File: src/rtl/deser_pkg.sv
// Types and defaults for the frame deserializer: FSM state encoding and the
// default sync word and word width.
package deser_pkg;

  typedef enum logic [1:0] {
    HUNT  = 2'd0,
    DATA  = 2'd1,
    CHECK = 2'd2
  } state_t;

  localparam logic [7:0]  DESER_SYNC_DEFAULT  = 8'hA5;
  localparam int unsigned DESER_WIDTH_DEFAULT = 8;

endpackage

File: src/rtl/frame_deserializer.sv
// Serial-to-word frame deserializer: hunts for SYNC_WORD, emits FRAME_WORDS words
// MSB first, re-checks sync after every frame. FRAME_DESER_ERRCNT_EN adds err_cnt.
module frame_deserializer
  import deser_pkg::*;
#(
  parameter int unsigned     WIDTH       = DESER_WIDTH_DEFAULT,
  parameter int unsigned     FRAME_WORDS = 4,
  parameter logic [WIDTH-1:0] SYNC_WORD  = WIDTH'(DESER_SYNC_DEFAULT)
) (
  input  logic             clk,
  input  logic             rst,
  input  logic             bit_in,
  output logic [WIDTH-1:0] data_out,
  output logic             data_valid,
  output logic             locked,
  output logic             frame_err
`ifdef FRAME_DESER_ERRCNT_EN
  ,
  output logic [7:0]       err_cnt
`endif
);

  localparam int unsigned BW = $clog2(WIDTH);
  localparam int unsigned WW = $clog2(FRAME_WORDS) + 1;

  localparam logic [BW-1:0] BIT_LAST  = BW'(WIDTH - 1);
  localparam logic [BW-1:0] BIT_ONE   = BW'(1);
  localparam logic [WW-1:0] WORD_LAST = WW'(FRAME_WORDS - 1);
  localparam logic [WW-1:0] WORD_ONE  = WW'(1);

  state_t           state, state_n;
  logic [WIDTH-1:0] shreg, nxt;
  logic [BW-1:0]    bit_cnt, bit_cnt_n;
  logic [WW-1:0]    word_cnt, word_cnt_n;
  logic [WIDTH-1:0] data_out_n;
  logic             data_valid_n, locked_n, frame_err_n;

  always_comb nxt = {shreg[WIDTH-2:0], bit_in};

  always_ff @(posedge clk or posedge rst) begin
    if (rst) begin
      state      <= HUNT;
      shreg      <= '0;
      bit_cnt    <= '0;
      word_cnt   <= '0;
      data_out   <= '0;
      data_valid <= 1'b0;
      locked     <= 1'b0;
      frame_err  <= 1'b0;
    end else begin
      state      <= state_n;
      shreg      <= nxt;
      bit_cnt    <= bit_cnt_n;
      word_cnt   <= word_cnt_n;
      data_out   <= data_out_n;
      data_valid <= data_valid_n;
      locked     <= locked_n;
      frame_err  <= frame_err_n;
    end
  end

  always_comb begin
    state_n      = state;
    bit_cnt_n    = bit_cnt;
    word_cnt_n   = word_cnt;
    data_out_n   = data_out;
    data_valid_n = 1'b0;
    locked_n     = locked;
    frame_err_n  = 1'b0;
    case (state)
      HUNT: begin
        if (nxt == SYNC_WORD) begin
          state_n    = DATA;
          locked_n   = 1'b1;
          bit_cnt_n  = '0;
          word_cnt_n = '0;
        end
      end
      DATA: begin
        if (bit_cnt == BIT_LAST) begin
          data_out_n   = nxt;
          data_valid_n = 1'b1;
          bit_cnt_n    = '0;
          word_cnt_n   = word_cnt + WORD_ONE;
          if (word_cnt == WORD_LAST) state_n = CHECK;
        end else begin
          bit_cnt_n = bit_cnt + BIT_ONE;
        end
      end
      CHECK: begin
        if (bit_cnt == BIT_LAST) begin
          bit_cnt_n = '0;
          if (nxt == SYNC_WORD) begin
            state_n    = DATA;
            word_cnt_n = '0;
          end else begin
            // shreg keeps the mismatched word so HUNT can find an overlapping sync
            state_n     = HUNT;
            locked_n    = 1'b0;
            frame_err_n = 1'b1;
          end
        end else begin
          bit_cnt_n = bit_cnt + BIT_ONE;
        end
      end
      default: begin
        state_n    = HUNT;
        bit_cnt_n  = '0;
        word_cnt_n = '0;
        data_out_n = '0;
        locked_n   = 1'b0;
      end
    endcase
  end

`ifdef FRAME_DESER_ERRCNT_EN
  always_ff @(posedge clk or posedge rst) begin
    if (rst)                              err_cnt <= '0;
    else if (frame_err_n && err_cnt != '1) err_cnt <= err_cnt + 8'd1;
  end
`endif

endmodule

File: config.mk
export PLATFORM = sky130hd
export DESIGN_NAME = frame_deserializer
export DESIGN_NICKNAME = d
export VERILOG_FILES = /design/src/rtl/deser_pkg.sv /design/src/rtl/frame_deserializer.sv
export SDC_FILE = /design/constraint.sdc
export NUM_CORES = 1
export LEC_CHECK = 0
export ABC_CLOCK_PERIOD_IN_PS = 4210
export CAP_MARGIN = 20
export CORE_MARGIN = 5
export CORE_UTILIZATION = 55
export DETAILED_ROUTE_END_ITERATION = 8
export HOLD_SLACK_MARGIN = 0.05
export PLACE_DENSITY = 0.88
export SETUP_SLACK_MARGIN = 0.15
export SYNTH_ARGS = -nofsm -noshare
export SYNTH_HDL_FRONTEND = slang
export SYNTH_SLANG_ARGS = --single-unit
File: constraint.sdc
create_clock -name clk -period 4.21 [get_ports clk]
set_input_delay 1.0525 -clock clk [delete_from_list [all_inputs] [get_ports clk]]
set_output_delay 1.0525 -clock clk [all_outputs]
set_load 0.02 [all_outputs]
==> flow_summary.json <==
{
  "tns_ns": 0,
  "dp_hpwl_mm": 1.562,
  "clock_latency_ns": 0.33,
  "crit_family": "buffers and inverters",
  "vdd_drop_max_uv": 336.2,
  "drtPass1Iterations": 4,
  "place_inst": 140,
  "synth-seq-cells": 26,
  "cts_buffer_depth": 2,
  "route.met2.wl_um": 945,
  "grt.total_usage_pct": 14.80,
  "io_pins": 14,
  "antennaDiodeCount": 0,
  "post_drt_wl_per_cell_um": 14.35,
  "placement.cell_area_um2": 1330,
  "synth_edf_count": 0,
  "drc": 0,
  "cts_hold_buffers": 0,
  "ctsResizeCount": 0,
  "clkSlewWorstSetupHoldPaths_ns": 0.14,
  "cts_tree": "built",
  "place.gp.congestion": 0.7522,
  "antenna_left": 0,
  "max_slew_margin_pct": 38.98,
  "slowest_delay_ns": 0.62,
  "top_layer_used": "met4",
  "powerDensity_nw_per_um2": 485.4,
  "syn-instance-count": 104,
  "cts.sinks": 26,
  "cts_buffers": 3,
  "stdcell_count": 144,
  "skew_ns": 0.004446,
  "area_delta_synth_final_pct": 16.07,
  "yosys-top-cells-area": "dfrtp_1, ha_1, a22o_1",
  "grt_remaining_overflow": 0,
  "vias": 812,
  "drv_slew": 0,
  "required_ns": 3.16,
  "path_cells": "clkdlybuf4s50_1",
  "hp-class": "flop to flop",
  "die_width_um": 56.54,
  "routed_wl_mm": 2.066,
  "rows": 16,
  "maxCapViolations": 0,
  "rsz0062_at_grt": "no",
  "ys_async_sr_fraction_pct": 100.0,
  "core_area_um2": 2022,
  "setup_viol": 0,
  "die_area_um2": 3196,
  "cp-start-kind": "flop",
  "synth_area_um2": 1191,
  "fin_crit_sh_pct": 56.98,
  "nets": 129,
  "post_cts_buffers": 0,
  "grt_pass1_vias": 768,
  "critical_path_buf_inv_count": 1,
  "start_util_pct": 58.91,
  "reg2reg_slack_ns": 2.35,
  "synth.yosys.seq_area_share_pct": 54.62,
  "syn_avg_cell_area_um2": 11.45,
  "period_minus_slack_ns": 2.399,
  "cts-root-buf": "clkbuf_4",
  "grt_max_degree": 27,
  "timing.fmax_ghz": 0.4169,
  "first_iter_violations": 14,
  "die_h_um": 56.54,
  "p_leak_nw": 0.6710,
  "final_area_um2": 1383,
  "ys.flop_type": "dfrtp_1",
  "arrival_ns": 1.35,
  "port-buffer-count": 13,
  "status": "finished clean",
  "worst_pin_slew_ns": 0.9143,
  "path_class": "flop to output port",
  "drive_gt1_share_pct": 6.838,
  "grt_antenna_before_repair": 0,
  "grt_pass1_wl_mm": 3.691,
  "synthDistinctLibCells": 32,
  "crit_path_max_fanout": 3,
  "synth_top_cell_by_area": "dfrtp_1",
  "finalHoldViolCount": 0,
  "end_kind": "output port",
  "netlist.area_leader.share_pct": 54.62,
  "syn-num-nets": 115,
  "vias_per_cell": 5.639,
  "cts_htree_levels": 1,
  "cpMaxStageDelayCell": "clkdlybuf4s50_1",
  "yosysWarnings": 0,
  "wl_met1_um": 985,
  "wl_met3_um": 82
}
[worst paths after layout]
path | start | end | cells past startpoint
worst max-delay path | data_out[6] | data_out[6] | 1
worst min-delay path | shreg[1] | shreg[2] | 0
worst max register to register | bit_cnt[0] | state[0] | 6
worst min register to register | shreg[1] | shreg[2] | 0
max in group asynchronous | rst | state[1] | 2
min in group asynchronous | rst | data_out[2] | 2
[area by class of cell]
class,count,area [um2]
flip-flops and latches,26,650.6
inverters,10,37.54
fillers,160,639.4
multi-input cells,64,478.0
well taps,27,33.78
clock buffers,3,22.52
repair buffers,13,130.1
clock inverters,1,30.03
[metal layers]
| layer | global-route usage, % | vias to the layer above |
|---|---|---|
| li1 | - | 398 |
| met4 | 9.492 | 0 |
| met5 | 0 | - |
| met3 | 2.294 | 5 |
| met2 | 20.79 | 21 |
| met1 | 20.97 | 388 |
[cell usage after synthesis (2+ instances only)]
library cell,n
o21ai_0,4
or2_1,2
nand4_1,2
a22o_1,7
buf_2,2
nand2_1,9
and3_1,3
mux2i_1,2
a2bb2oi_1,3
dfrtp_1,26
a21oi_1,3
nor2_1,4
inv_1,9
ha_1,8
mux2_2,2
o211ai_1,2
[kinds of logic after synthesis]
family | count (synthesis) | synth area share, %
multiplexers | 5 | 4.517
AO/OA/AOI/OAI | 23 | 14.50
flip-flops | 26 | 54.62
buffers and inverters | 14 | 5.251
AND/OR/NAND/NOR | 28 | 12.71
adder cells (fa/ha/maj) | 8 | 8.404
[layout by cell type, fill, tap and decap left out, types with 3 or more instances in the layout]
| cell | count |
|---|---|
| and3_1 | 3 |
| nor2_1 | 4 |
| ha_1 | 8 |
| a21oi_1 | 3 |
| dfrtp_1 | 26 |
| o21ai_0 | 4 |
| a2bb2oi_1 | 3 |
| inv_1 | 9 |
| clkbuf_4 | 3 |
| nand2_1 | 9 |
| clkdlybuf4s50_1 | 13 |
| a22o_1 | 7 |
[state kept, by name, indices dropped and copies added, names as in the netlist]
register and count:
bit_cnt 3, data_valid 1, locked 1, data_out 8
frame_err 1, shreg 7, state 2, word_cnt 3
[where the power goes]
part,internal [mW],total (mW),switching [mW]
logic,0.0854,0.216,0.130
clock network,0.0964,0.171,0.0744
registers,0.268,0.285,0.0165
total,0.450,0.671,0.221
[per-stage QoR]
stage | hold WS, ns | total power, mW | setup WS (ns) | util (%)
after floorplan | 0.3669 | 0.4641 | 2.352 | -
after CTS | 0.4145 | 0.6771 | 1.784 | 68.38
after global placement | 0.3760 | 0.4969 | 1.513 | 65.78
final | 0.4125 | 0.6711 | 1.811 | 68.38
after detailed placement | 0.3829 | 0.5041 | 1.472 | 65.78
after global routing | 0.4290 | 0.7164 | 1.735 | 68.38
Note: power is estimated with default switching activity, not from simulation.
